--- config.mk ---
export PLATFORM = sky130hd
export DESIGN_NAME = weight_bit_serializer_flat
export DESIGN_NICKNAME = d
export VERILOG_FILES = /design/src/rtl/weight_bit_serializer_if.sv /design/src/rtl/weight_bit_serializer.sv /design/src/flat_wrapper.sv
export SDC_FILE = /design/constraint.sdc
export NUM_CORES = 1
export LEC_CHECK = 0
export ABC_AREA = 1
export CORE_ASPECT_RATIO = 1.2
export CORE_MARGIN = 3
export CORE_UTILIZATION = 57
export DETAILED_ROUTE_END_ITERATION = 10
export GPL_TIMING_DRIVEN = 0
export PLACE_DENSITY = 0.84
export SLEW_MARGIN = 10
export SYNTH_ARGS = -nofsm -noshare
export SYNTH_HDL_FRONTEND = slang
export SYNTH_SLANG_ARGS = --single-unit
--- constraint.sdc ---
create_clock -name clk -period 2.19 [get_ports clk]
set_input_delay 0.438 -clock clk [delete_from_list [all_inputs] [get_ports clk]]
set_output_delay 0.438 -clock clk [all_outputs]
set_load 0.01 [all_outputs]
--- src/rtl/weight_bit_serializer_if.sv ---
// Parallel-in / serial-out bus bundle for the weight serializer.
// master = weight buffer + MAC side; slave = the serializer itself.
interface weight_bit_serializer_if #(
    parameter int WIDTH = 8,
    parameter int IDXW  = 3
);
    logic [WIDTH-1:0] w_data;
    logic [1:0]       w_prec;
    logic             w_valid;
    logic             w_ready;
    logic             s_bit;
    logic             s_valid;
    logic             s_ready;
    logic             s_first;
    logic             s_last;
    logic [IDXW-1:0]  s_idx;

    modport master (
        output w_data, w_prec, w_valid, s_ready,
        input  w_ready, s_bit, s_valid, s_first, s_last, s_idx
    );

    modport slave (
        input  w_data, w_prec, w_valid, s_ready,
        output w_ready, s_bit, s_valid, s_first, s_last, s_idx
    );
endinterface

--- src/rtl/weight_bit_serializer.sv ---
// Weight serializer: parallel two's-complement words in, LSB-first bits out with first/sign flags.
// Latency: bit 0 valid the cycle after acceptance; s_valid & !s_ready freezes the outputs; w_ready = !hold_full.
module weight_bit_serializer #(
    parameter int WIDTH = 8,
    parameter int IDXW  = 3
) (
    input  logic                    clk,
    input  logic                    rstn,
    input  logic                    flush,
    output logic                    busy,
    weight_bit_serializer_if.slave  bus
);

    typedef enum logic {IDLE, SHIFT} state_t;

    state_t            state, state_nxt;
    logic [WIDTH-1:0]  sh_word;
    logic [IDXW-1:0]   sh_idx;
    logic [IDXW-1:0]   sh_lastidx;
    logic              first_q;
    logic              last_q;
    logic [WIDTH-1:0]  hd_word;
    logic [IDXW-1:0]   hd_lastidx;
    logic              hd_full;

    logic              fire;
    logic              at_last;
    logic              accept;
    logic              ld_in;
    logic              ld_hd;
    logic              adv;
    logic              to_hd;
    logic              drain;

    // Precision is kept as the index of the sign bit, so end-of-word is a single compare.
    function automatic logic [IDXW-1:0] last_index(input logic [1:0] prec);
        case (prec)
            2'b00:   return IDXW'(WIDTH - 1);
            2'b10:   return IDXW'(1);
            default: return IDXW'(3);
        endcase
    endfunction

    assign bus.w_ready = !hd_full;
    assign bus.s_valid = (state == SHIFT);
    assign bus.s_bit   = sh_word[0];
    assign bus.s_idx   = sh_idx;
    assign bus.s_first = first_q;
    assign bus.s_last  = last_q;
    assign busy        = (state == SHIFT) | hd_full;

    assign fire    = bus.s_valid & bus.s_ready;
    assign at_last = (sh_idx == sh_lastidx);
    assign accept  = bus.w_valid & !hd_full & !flush;

    always_ff @(posedge clk or negedge rstn) begin
        if (!rstn) begin
            state <= IDLE;
        end else begin
            state <= state_nxt;
        end
    end

    always_comb begin
        state_nxt = state;
        ld_in     = 1'b0;
        ld_hd     = 1'b0;
        adv       = 1'b0;
        to_hd     = 1'b0;
        drain     = 1'b0;
        if (flush) begin
            state_nxt = IDLE;
        end else begin
            case (state)
                IDLE: begin
                    if (accept) begin
                        ld_in     = 1'b1;
                        state_nxt = SHIFT;
                    end
                end
                SHIFT: begin
                    if (fire && !at_last) begin
                        adv = 1'b1;
                    end else if (fire) begin
                        // Word done: hold entry has priority over a fresh word.
                        if (hd_full) begin
                            ld_hd = 1'b1;
                        end else if (accept) begin
                            ld_in = 1'b1;
                        end else begin
                            drain     = 1'b1;
                            state_nxt = IDLE;
                        end
                    end
                    if (accept && !ld_in) begin
                        to_hd = 1'b1;
                    end
                end
                default: state_nxt = IDLE;
            endcase
        end
    end

    always_ff @(posedge clk or negedge rstn) begin
        if (!rstn) begin
            sh_word    <= '0;
            sh_idx     <= '0;
            sh_lastidx <= '0;
            first_q    <= 1'b0;
            last_q     <= 1'b0;
            hd_word    <= '0;
            hd_lastidx <= '0;
            hd_full    <= 1'b0;
        end else if (flush) begin
            sh_word <= '0;
            sh_idx  <= '0;
            first_q <= 1'b0;
            last_q  <= 1'b0;
            hd_full <= 1'b0;
        end else begin
            if (ld_in) begin
                sh_word    <= bus.w_data;
                sh_idx     <= '0;
                sh_lastidx <= last_index(bus.w_prec);
                first_q    <= 1'b1;
                last_q     <= (last_index(bus.w_prec) == '0);
            end else if (ld_hd) begin
                sh_word    <= hd_word;
                sh_idx     <= '0;
                sh_lastidx <= hd_lastidx;
                first_q    <= 1'b1;
                last_q     <= (hd_lastidx == '0);
            end else if (adv) begin
                // Shift right so the current bit is always a flop output at bit 0.
                sh_word <= sh_word >> 1;
                sh_idx  <= sh_idx + IDXW'(1);
                first_q <= 1'b0;
                last_q  <= ((sh_idx + IDXW'(1)) == sh_lastidx);
            end else if (drain) begin
                sh_word <= '0;
                sh_idx  <= '0;
                first_q <= 1'b0;
                last_q  <= 1'b0;
            end

            if (to_hd) begin
                hd_word    <= bus.w_data;
                hd_lastidx <= last_index(bus.w_prec);
                hd_full    <= 1'b1;
            end else if (ld_hd) begin
                hd_full <= 1'b0;
            end
        end
    end

endmodule

--- src/flat_wrapper.sv ---
// flat-port wrapper written by rule: the top's interface ports become plain ports
module weight_bit_serializer_flat 
#(
    parameter int WIDTH = 8,
    parameter int IDXW  = 3
)
  (clk, rstn, flush, busy, bus_w_data, bus_w_prec, bus_w_valid, bus_s_ready, bus_w_ready, bus_s_bit, bus_s_valid, bus_s_first, bus_s_last, bus_s_idx);
  weight_bit_serializer_if #(.WIDTH(WIDTH), .IDXW(IDXW)) bus_i ();
  input  logic clk;
  input  logic rstn;
  input  logic flush;
  output logic busy;
  input wire logic [$bits(bus_i.w_data)-1:0] bus_w_data;
  input wire logic [$bits(bus_i.w_prec)-1:0] bus_w_prec;
  input wire logic [$bits(bus_i.w_valid)-1:0] bus_w_valid;
  input wire logic [$bits(bus_i.s_ready)-1:0] bus_s_ready;
  output wire logic [$bits(bus_i.w_ready)-1:0] bus_w_ready;
  output wire logic [$bits(bus_i.s_bit)-1:0] bus_s_bit;
  output wire logic [$bits(bus_i.s_valid)-1:0] bus_s_valid;
  output wire logic [$bits(bus_i.s_first)-1:0] bus_s_first;
  output wire logic [$bits(bus_i.s_last)-1:0] bus_s_last;
  output wire logic [$bits(bus_i.s_idx)-1:0] bus_s_idx;
  assign bus_i.w_data = bus_w_data;
  assign bus_i.w_prec = bus_w_prec;
  assign bus_i.w_valid = bus_w_valid;
  assign bus_i.s_ready = bus_s_ready;
  assign bus_w_ready = bus_i.w_ready;
  assign bus_s_bit = bus_i.s_bit;
  assign bus_s_valid = bus_i.s_valid;
  assign bus_s_first = bus_i.s_first;
  assign bus_s_last = bus_i.s_last;
  assign bus_s_idx = bus_i.s_idx;
  weight_bit_serializer #(.WIDTH(WIDTH), .IDXW(IDXW)) u_core (.clk(clk), .rstn(rstn), .flush(flush), .busy(busy), .bus(bus_i));
endmodule
==> reports/qor.yml, run 1 <==
run_status:
  status: "finished, final reports clean"
grt:
  grt-ovfl-total: 0
  antenna_found_initial: 0
  grt_pass1_vias: 1479
  grt_pass1_wl_um: 6580
  grt_max_degree: 30
  grt_use_total_pct: 26.2
timing:
  final_min_period_over_clock_period_pct: 91.5
  fin_skew_ns: 0.0128
  worst_hold_slack_ns: 0.112
  worstMarginPinSlew_ns: 0.650
  setup_viol: 0
  hold_viol: 0
  slew_headroom_pct: 56.7
  fmax_ghz: 0.499
  final.min_clock_period_ns: 2.00
  slew_violations: 0
  rsz0062_at_grt: "false"
  tns_ns: 0
yosys:
  synth_top_area_cell: "dfrtp_1"
  ys_seq_area_share_pct: 46.3
  yosys.cell_types.count: 30
  syn_area_um2: 1570
  async_flop_share_pct: 100
  synth_nets: 216
  synth_seq_cells: 29
  synthTopCellsByArea: "dfrtp_1 (46%), nand2_1 (17%), nand3_1 (6.7%)"
  netlist.area_leader.share_pct: 46.3
  syn-mean-instance-area_um2: 7.84
  yosys_warnings: 0
  syn_inst: 200
  synthFlopType: "dfrtp_1"
  synth-edff-count: 0
critical_path:
  cp_slowest_stage_delay_ns: 0.54
  endpoint_kind: "output port"
  timing.reg2reg.setup_slack_ns: 0.57
  r2r-end: "u_core.hd_lastidx[1]$_DFFE_PN0P_"
  crit_family: "buffers and inverters"
  crit_type: "flop to output port"
  worstPathRequired_ns: 1.75
  worstPathMaxFanout: 5
  r2r_cells: 7
  r2r_start: "u_core.bus.s_idx[0]$_DFFE_PN0P_"
  startpoint_type: "flop"
  crit_buf_inv: 2
  crit_path_top_delay_cell: "clkdlybuf4s50_1"
  cp_data_arrival_time_ns: 1.57
  path_cells: "inv_1 -> nand2_1 -> clkdlybuf4s50_1"
place:
  dpl.hpwl_um: 2600
  gp_congestion: 0.839
  port-buffer-count: 23
final_layout:
  synthToLayoutAreaGrowth_pct: 21.5
  drive_above_1_share_pct: 10.8
  diodes: 0
  layout.nets: 246
  nFillCells: 214
floorplan:
  start_util_pct: 60.8
  ios: 24
  core_um2: 2580
  die_x_um: 53.9
  dieArea_um2: 3420
  die_y_um: 63.5
  row_count: 20
cts:
  cts_buffers: 5
  cts_hold_buf: 0
  ctsResizeCount: 0
  worstSkewPairLatency_ns: 0.34
  cts.clk_slew.worst_paths_ns: 0.10
  post-cts-setup-buffers: 0
  cts_root_buf: "clkbuf_4"
  clockBufferDepth: 2
  cts.sinks: 29
  htree_levels: 2
  cts_tree: "yes"
detailed_routing:
  ant_nets: 0
  drc: 0
  drtIter0Drc: 56
  drt-vias-per-instance: 5.45
  vias: 1439
  routed_wl_um: 3630
  wl_per_cell_um: 13.8
  drtPass1Iterations: 4
job:
  maxCapViolations: 0
pwr:
  powerDensity_nw_per_um2: 758
  peakVddDrop_v: 0.000625
  p_leak_nw: 1.01
worst_hold_path:
  worstHoldPathType: "input pin to asynchronous set/reset pin"
routing by layer:
layer,wire [um],up-vias,global-route usage (%),share of wire (%)
li1,-,708,-,-
met1,1540,681,31.7,42
met2,1820,40,42.3,50
met3,195,10,8.04,5.4
met4,82,0,9.90,2.3
met5,0,-,0,0
where the power goes:
| group | internal (mW) | switching (mW) |
|---|---|---|
| clock | 0.186 | 0.197 |
| sequential | 0.639 | 0.0773 |
| combinational | 0.146 | 0.199 |
placed cells by master (no fill, tap or decap), drive strengths merged:
cell type / netlist / layout
nand2: 71 / 71
dfrtp: 29 / 29
nand3: 23 / 23
clkdlybuf4s50: 0 / 22
inv: 22 / 22
nor2: 12 / 12
a21oi: 10 / 10
nand4: 9 / 9
o21ai: 9 / 9
clkbuf: 0 / 7
buf: 4 / 5
xor2: 3 / 3
clkinv: 2 / 3
xnor2: 2 / 2
o31ai: 1 / 1
nor3: 1 / 1
o211ai: 1 / 1
ha: 1 / 1
cells in the mapped netlist, types with 2 or more instances:
library cell,n
a21oi_1,9
nor2_1,9
dfrtp_1,29
nand2_1,70
inv_1,21
nor2_2,2
nand3_1,21
nand4_1,8
xor2_1,3
buf_6,2
o21ai_0,5
o21ai_1,3
how the worst max path moves through the flow:
stage / cells after the start / startpoint / to / slack [ns]
CTS: 3 / u_core.bus.s_valid$_DFF_PN0_ / busy / 0.19
detailed placement: 7 / flush / u_core.hd_lastidx[1]$_DFFE_PN0P_ / 0.13
global route: 3 / u_core.bus.s_valid$_DFF_PN0_ / busy / 0.1
finish: 3 / u_core.bus.s_valid$_DFF_PN0_ / busy / 0.19
floorplan: 7 / u_core.bus.s_idx[2]$_DFFE_PN0P_ / u_core.sh_word[7]$_DFFE_PN0P_ / 0.73
global placement: 7 / flush / u_core.sh_lastidx[2]$_DFFE_PN0P_ / 0.17
cells by family after synthesis:
logic type | share of synthesized area (%)
AO/OA/AOI/OAI | 7.98
AND/OR/NAND/NOR | 33.6
adder cells (fa/ha/maj) | 0.798
flip-flops | 46.3
buffers and inverters | 8.06
XOR/XNOR | 3.27
registers in the layout, summed over array words and instances (netlist names):
signal	flops
u_core.bus.s_first	1
u_core.hd_word	8
u_core.hd_full	1
u_core.bus.s_idx	3
u_core.hd_lastidx	3
u_core.bus.s_last	1
u_core.sh_word	8
u_core.bus.s_valid	1
u_core.sh_lastidx	3
through the flow:
step	util (%)	power [mW]	instance area [um2]	worst slack, ns	std cells
detailed placement	71.2	1.07	1830	0.129	256
global placement	71.4	1.05	1840	0.171	256
floorplan	-	0.928	1570	0.735	200
CTS	73.9	1.44	1900	0.188	264
global route	73.9	1.54	1900	0.0983	264
finish	73.9	1.44	1900	0.186	264
area by class of cell:
class | count | area (um2) | share of cell area [%]
Clock buffer | 7 | 65.1 | 3.42
Clock inverter | 1 | 5.00 | 0.263
Multi-Input combinational cell | 143 | 716 | 37.6
Timing Repair Buffer | 23 | 225 | 11.8
Sequential cell | 29 | 726 | 38.1
Inverter | 24 | 91.3 | 4.80
Buffer | 4 | 35.0 | 1.84
Tap cell | 33 | 41.3 | 2.17
Note: power is estimated with default switching activity, not from simulation.
==> inputs of run 2 (changes only) <==
- GPL_TIMING_DRIVEN: 0 -> not set
- clock period: 2.19 -> 2.4 ns (I/O delays scaled with it)
==> run 2 against run 1 <==
Die area did not move. Non-clock buffer count did not move. Critical path depth did not move. Sequential share of layout area rose by 0.30 points. Register-to-register slack improved by 0.16 ns. Clock skew fell by 0.0051 ns. Setup slack improved by 0.20 ns. Power fell by 12%. Combinational power fell by 8.4%. Largest power group unchanged. Critical endpoint unchanged. Sequential power fell by 8.0%. Largest cell class unchanged. Cell count fell by 0.38%. Clock power fell by 21%.
==> reports/qor.yml, run 2 (synthesis gave the netlist of run 1 again) <==
timing:
  tns_ns: 0  # unchanged
  fmax_ghz: 0.497
  slew_violations: 0  # unchanged
  rsz0062_at_grt: "false"  # unchanged
  fin_skew_ns: 0.00774  # was 0.0128 ns
  worstMarginPinSlew_ns: 0.536  # was 0.650 ns
  final_min_period_over_clock_period_pct: 83.8
  hold_viol: 0  # unchanged
  worst_hold_slack_ns: 0.507  # was 0.112 ns
  setup_viol: 0  # unchanged
  final.min_clock_period_ns: 2.01
  slew_headroom_pct: 64.1  # was 56.7%
run_status:
  status: "finished, final reports clean"  # unchanged
grt:
  grt_max_degree: 30  # unchanged
  grt-ovfl-total: 0  # unchanged
  grt_use_total_pct: 26.3  # was 26.2%
  antenna_found_initial: 0  # unchanged
  grt_pass1_vias: 1503  # was 1479
  grt_pass1_wl_um: 6420  # was 6580 um
detailed_routing:
  drt-vias-per-instance: 5.65  # was 5.45
  wl_per_cell_um: 14.3  # was 13.8 um
  drtPass1Iterations: 4  # unchanged
  routed_wl_um: 3770  # was 3630 um
  drtIter0Drc: 54  # was 56
  vias: 1486  # was 1439
  drc: 0  # unchanged
  ant_nets: 0  # unchanged
cts:
  cts.sinks: 29  # unchanged
  cts_root_buf: "clkbuf_4"  # unchanged
  htree_levels: 2  # unchanged
  post-cts-setup-buffers: 0  # unchanged
  clockBufferDepth: 2  # unchanged
  cts_hold_buf: 0  # unchanged
  cts.clk_slew.worst_paths_ns: 0.09  # was 0.10 ns
  cts_tree: "yes"  # unchanged
  worstSkewPairLatency_ns: 0.33  # was 0.34 ns
  cts_buffers: 5  # unchanged
  ctsResizeCount: 0  # unchanged
critical_path:
  crit_type: "flop to output port"  # unchanged
  cp_data_arrival_time_ns: 1.53  # was 1.57 ns
  r2r_cells: 9  # was 7
  r2r-end: "u_core.sh_word[0]$_DFFE_PN0P_"  # was u_core.hd_lastidx[1]$_DFFE_PN0P_
  endpoint_kind: "output port"  # unchanged
  timing.reg2reg.setup_slack_ns: 0.73  # was 0.57 ns
  worstPathRequired_ns: 1.92  # was 1.75 ns
  startpoint_type: "flop"  # unchanged
  r2r_start: "u_core.bus.s_idx[0]$_DFFE_PN0P_"  # unchanged
  worstPathMaxFanout: 5  # unchanged
final_layout:
  reg_top3: "u_core.hd_word: 8 flops, u_core.sh_word: 8 flops"  # unchanged
  diodes: 0  # unchanged
  final_common_cell: "nand2_1"  # unchanged
  synthToLayoutAreaGrowth_pct: 20.5  # was 21.5%
  final_area_um2: 1890  # was 1900 um2
  layout.nets: 246  # unchanged
  layout_common_cells: "nand2_1 (70), dfrtp_1 (29), clkdlybuf4s50_1 (23)"  # was nand2_1 (70), dfrtp_1 (29), clkdlybuf4s50_1 (22)
  drive_above_1_share_pct: 9.57  # was 10.8%
  instances_no_fill: 263  # was 264
worst_hold_path:
  worstHoldPathType: "input pin to asynchronous set/reset pin"  # unchanged
place:
  dpl.hpwl_um: 2730  # was 2600 um
  gp_congestion: 0.882  # was 0.839
  placed_area_um2: 1830  # unchanged
  port-buffer-count: 23  # unchanged
  post-place-cells: 256  # unchanged
floorplan:
  ios: 24  # unchanged
  die_x_um: 53.9  # unchanged
  core_um2: 2580  # unchanged
  dieArea_um2: 3420  # unchanged
  die_y_um: 63.5  # unchanged
  row_count: 20  # unchanged
  start_util_pct: 60.8  # unchanged
pwr:
  powerDensity_nw_per_um2: 676  # was 758 nW/um2
  peakVddDrop_v: 0.000548  # was 0.000625 V
  p_leak_nw: 0.997  # was 1.01 nW
job:
  maxCapViolations: 0  # unchanged
[run 2: report_power, final]
part	total [mW]	switching, mW	internal (mW)
clock	0.303	0.165	0.138
sequential	0.659	0.0759	0.583
combinational	0.316	0.183	0.132
[run 2: layout make-up]
type                            count  area, um2
Sequential cell                    29        726
Clock buffer                        7       55.1
Tap cell                           33       41.3
Fill cell                         193        688
Inverter                           24       91.3
Multi-Input combinational cell    143        716
Timing Repair Buffer               27        260
[run 2: worst max-delay path by stage]
stage	from	to	depth (start not counted)
floorplan	u_core.bus.s_idx[2]$_DFFE_PN0P_	u_core.sh_word[7]$_DFFE_PN0P_	7
global placement	flush	u_core.hd_lastidx[2]$_DFFE_PN0P_	7
detailed placement	flush	u_core.hd_lastidx[2]$_DFFE_PN0P_	7
CTS	u_core.bus.s_valid$_DFF_PN0_	busy	3
global route	u_core.bus.s_valid$_DFF_PN0_	busy	3
finish	u_core.bus.s_valid$_DFF_PN0_	busy	3
[run 2: metal layers]
| metal | vias up | share of wire (%) | GRT usage, % |
|---|---|---|---|
| met5 | - | 0 | 0 |
| met3 | 19 | 6.6 | 7.80 |
| li1 | 708 | - | - |
| met1 | 687 | 38 | 30.3 |
| met4 | 0 | 3.6 | 14.1 |
| met2 | 72 | 52 | 42.1 |
[run 2: per-stage QoR]
step / total power [mW] / util, % / worst slack, ns
detailed placement: 0.976 / 71.2 / 0.247
global route: 1.35 / 73.3 / 0.314
global placement: 0.959 / 71.2 / 0.373
floorplan: 0.847 / - / 0.945
finish: 1.28 / 73.3 / 0.388
CTS: 1.27 / 73.3 / 0.395
[run 2: worst max-delay path, cell delays in order (launching register included)]
cell and delay [ns]:
dfrtp_1 0.46, inv_1 0.13, nand2_1 0.08, clkdlybuf4s50_1 0.53
==> inputs of run 3 (changes only) <==
- CORE_UTILIZATION: 57 -> 53
- PLACE_DENSITY: 0.84 -> 0.79
- clock period: 2.4 -> 1.9 ns (I/O delays scaled with it)
==> run 3 against run 2 <==
Via count fell by 0.34%. Core utilization down 3.4 points. Wire length is 1.6% higher. Setup slack worse by 0.33 ns. Highest routed layer unchanged. Register-to-register slack worse by 0.47 ns. Sequential cell count unchanged. First-iteration DRC count grew 30%. Clock skew grew 0.00096 ns.
==> reports/qor.yml, run 3 (synthesis gave the netlist of run 1 again) <==
detailed_routing:
  drt-vias-per-instance: 5.46  # was 5.65
  drtIter0Drc: 70  # was 54
  wl_per_cell_um: 14.2  # was 14.3 um
  ant_nets: 0  # unchanged
  routed_wl_um: 3840  # was 3770 um
  drc: 0  # unchanged
  vias: 1481  # was 1486
  drtPass1Iterations: 4  # unchanged
critical_path:
  cp_slowest_stage_delay_ns: 0.57  # was 0.53 ns
  worstPathMaxFanout: 5  # unchanged
  crit_type: "flop to output port"  # unchanged
  endpoint_kind: "output port"  # unchanged
  path_cells: "inv_1 -> clkdlybuf4s50_1"  # was inv_1 -> nand2_1 -> clkdlybuf4s50_1
  cp_data_arrival_time_ns: 1.47  # was 1.53 ns
  worstPathRequired_ns: 1.52  # was 1.92 ns
  crit_path_top_delay_cell: "clkdlybuf4s50_1"  # unchanged
  startpoint_type: "flop"  # unchanged
grt:
  antenna_found_initial: 0  # unchanged
  grt-ovfl-total: 0  # unchanged
  grt_use_total_pct: 23.3  # was 26.3%
  grt_pass1_wl_um: 6560  # was 6420 um
  grt_pass1_vias: 1501  # was 1503
  grt_max_degree: 30  # unchanged
pwr:
  p_leak_nw: 1.04  # was 0.997 nW
  fin_total_pwr_mw: 1.69  # was 1.28 mW
  powerDensity_nw_per_um2: 859  # was 676 nW/um2
  switchingPower_mw: 0.558  # was 0.424 mW
  peakVddDrop_v: 0.000678  # was 0.000548 V
  power_frac_comb_pct: 24.5  # was 24.7%
  intPower_mw: 1.13  # was 0.853 mW
  seq_power_share_pct: 49.2  # was 51.6%
  p_clk_share_pct: 26.3  # was 23.7%
  p_sw_share_pct: 33.0  # was 33.2%
timing:
  rsz0062_at_grt: "false"  # unchanged
  final_min_period_over_clock_period_pct: 97.2
  final.min_clock_period_ns: 1.85
  hold_viol: 0  # unchanged
  slew_headroom_pct: 70.9  # was 64.1%
  setup_viol: 0  # unchanged
  tns_ns: 0  # unchanged
  fin_skew_ns: 0.00870  # was 0.00774 ns
  setup_slack_ns: 0.0532  # was 0.388 ns
  fmax_ghz: 0.541
  slew_violations: 0  # unchanged
  worstMarginPinSlew_ns: 0.435  # was 0.536 ns
place:
  port-buffer-count: 23  # unchanged
  post-place-cells: 263  # was 256
  placed_area_um2: 1890  # was 1830 um2
  gp_congestion: 0.879  # was 0.882
  dpl.hpwl_um: 2750  # was 2730 um
  dp_slack_ns: 0.00925  # was 0.247 ns
cts:
  cts_root_buf: "clkbuf_4"  # unchanged
  ctsResizeCount: 1  # was 0
  cts.sinks: 29  # unchanged
  post-cts-setup-buffers: 0  # unchanged
  cts_tree: "yes"  # unchanged
  cts_hold_buf: 0  # unchanged
  clockBufferDepth: 2  # unchanged
  htree_levels: 2  # unchanged
  cts_buffers: 5  # unchanged
  worstSkewPairLatency_ns: 0.34  # was 0.33 ns
  cts.clk_slew.worst_paths_ns: 0.10  # was 0.09 ns
final_layout:
  diodes: 0  # unchanged
  synthToLayoutAreaGrowth_pct: 25.3  # was 20.5%
  multi_input_area_um2: 716  # unchanged
  reg_top3: "u_core.hd_word: 8 flops, u_core.sh_word: 8 flops"  # unchanged
  nFillCells: 233  # was 193
  layout.nets: 252  # was 246
  layout_common_cells: "nand2_1 (70), dfrtp_1 (28), clkdlybuf4s50_1 (23)"  # was nand2_1 (70), dfrtp_1 (29), clkdlybuf4s50_1 (23)
  regArea_um2: 727  # was 726 um2
  final_common_cell: "nand2_1"  # unchanged
  final_area_um2: 1960  # was 1890 um2
  drive_above_1_share_pct: 13.5  # was 9.57%
  instances_no_fill: 271  # was 263
floorplan:
  die_x_um: 55.7  # was 53.9 um
  ios: 24  # unchanged
  start_util_pct: 55.8  # was 60.8%
  die_y_um: 65.6  # was 63.5 um
  row_count: 21  # was 20
  dieArea_um2: 3650  # was 3420 um2
  core_um2: 2810  # was 2580 um2
job:
  maxCapViolations: 0  # unchanged
worst_hold_path:
  worstHoldPathType: "input pin to asynchronous set/reset pin"  # unchanged
run_status:
  status: "finished, final reports clean"  # unchanged
run 3: worst max-delay path: cells and delay by family (launching register included):
family	cells	cell delay [ns]
buf+inv	2	0.73
flops	1	0.41
run 3: layer usage:
layer  routed length [um]  up-vias  GRT usage, %  part of all wire (%)
li1                     -      719             -                     -
met1                 1480      691          25.6                    39
met2                 1990       62          42.0                    52
met3                  276        9          5.89                   7.2
met4                   91        0          10.9                   2.4
met5                    0        -             0                     0
run 3: layout make-up:
class | instances | share of cell area [%]
Timing Repair Buffer | 33 | 16.2
Tap cell | 34 | 2.17
Sequential cell | 29 | 37.0
Multi-Input combinational cell | 143 | 36.4
Inverter | 24 | 4.65
Clock buffer | 7 | 3.31
Clock inverter | 1 | 0.255
run 3: worst paths after layout:
path                                                  start                          endpoint  slack (ns)  cells after the start
hold / removal                                         rstn    u_core.bus.s_first$_DFFE_PN0P_        0.41                      2
setup reg to reg            u_core.bus.s_idx[0]$_DFFE_PN0P_     u_core.sh_word[6]$_DFFE_PN0P_        0.26                      8
setup / recovery                 u_core.hd_full$_DFFE_PN0P_                       bus_w_ready        0.05                      2
max in group asynchronous                              rstn      u_core.bus.s_valid$_DFF_PN0_        1.18                      2
hold reg to reg            u_core.hd_lastidx[0]$_DFFE_PN0P_  u_core.hd_lastidx[0]$_DFFE_PN0P_        0.50                      2
min in group clk           u_core.hd_lastidx[0]$_DFFE_PN0P_  u_core.hd_lastidx[0]$_DFFE_PN0P_        0.50                      2
run 3: per-stage QoR:
step	util (%)	hold slack (ns)
final	69.9	0.409
after global routing	69.9	0.442
after CTS	69.9	0.435
after detailed placement	67.3	0.469
after global placement	67.3	0.466
after floorplan	-	0.0844
run 3: power groups by stage:
stage	combinational, mW	clock (mW)	sequential, mW
after floorplan	0.251	0	0.818
after global placement	0.395	0	0.830
after detailed placement	0.412	0	0.837
after CTS	0.416	0.453	0.826
after global routing	0.468	0.480	0.839
final	0.414	0.443	0.830
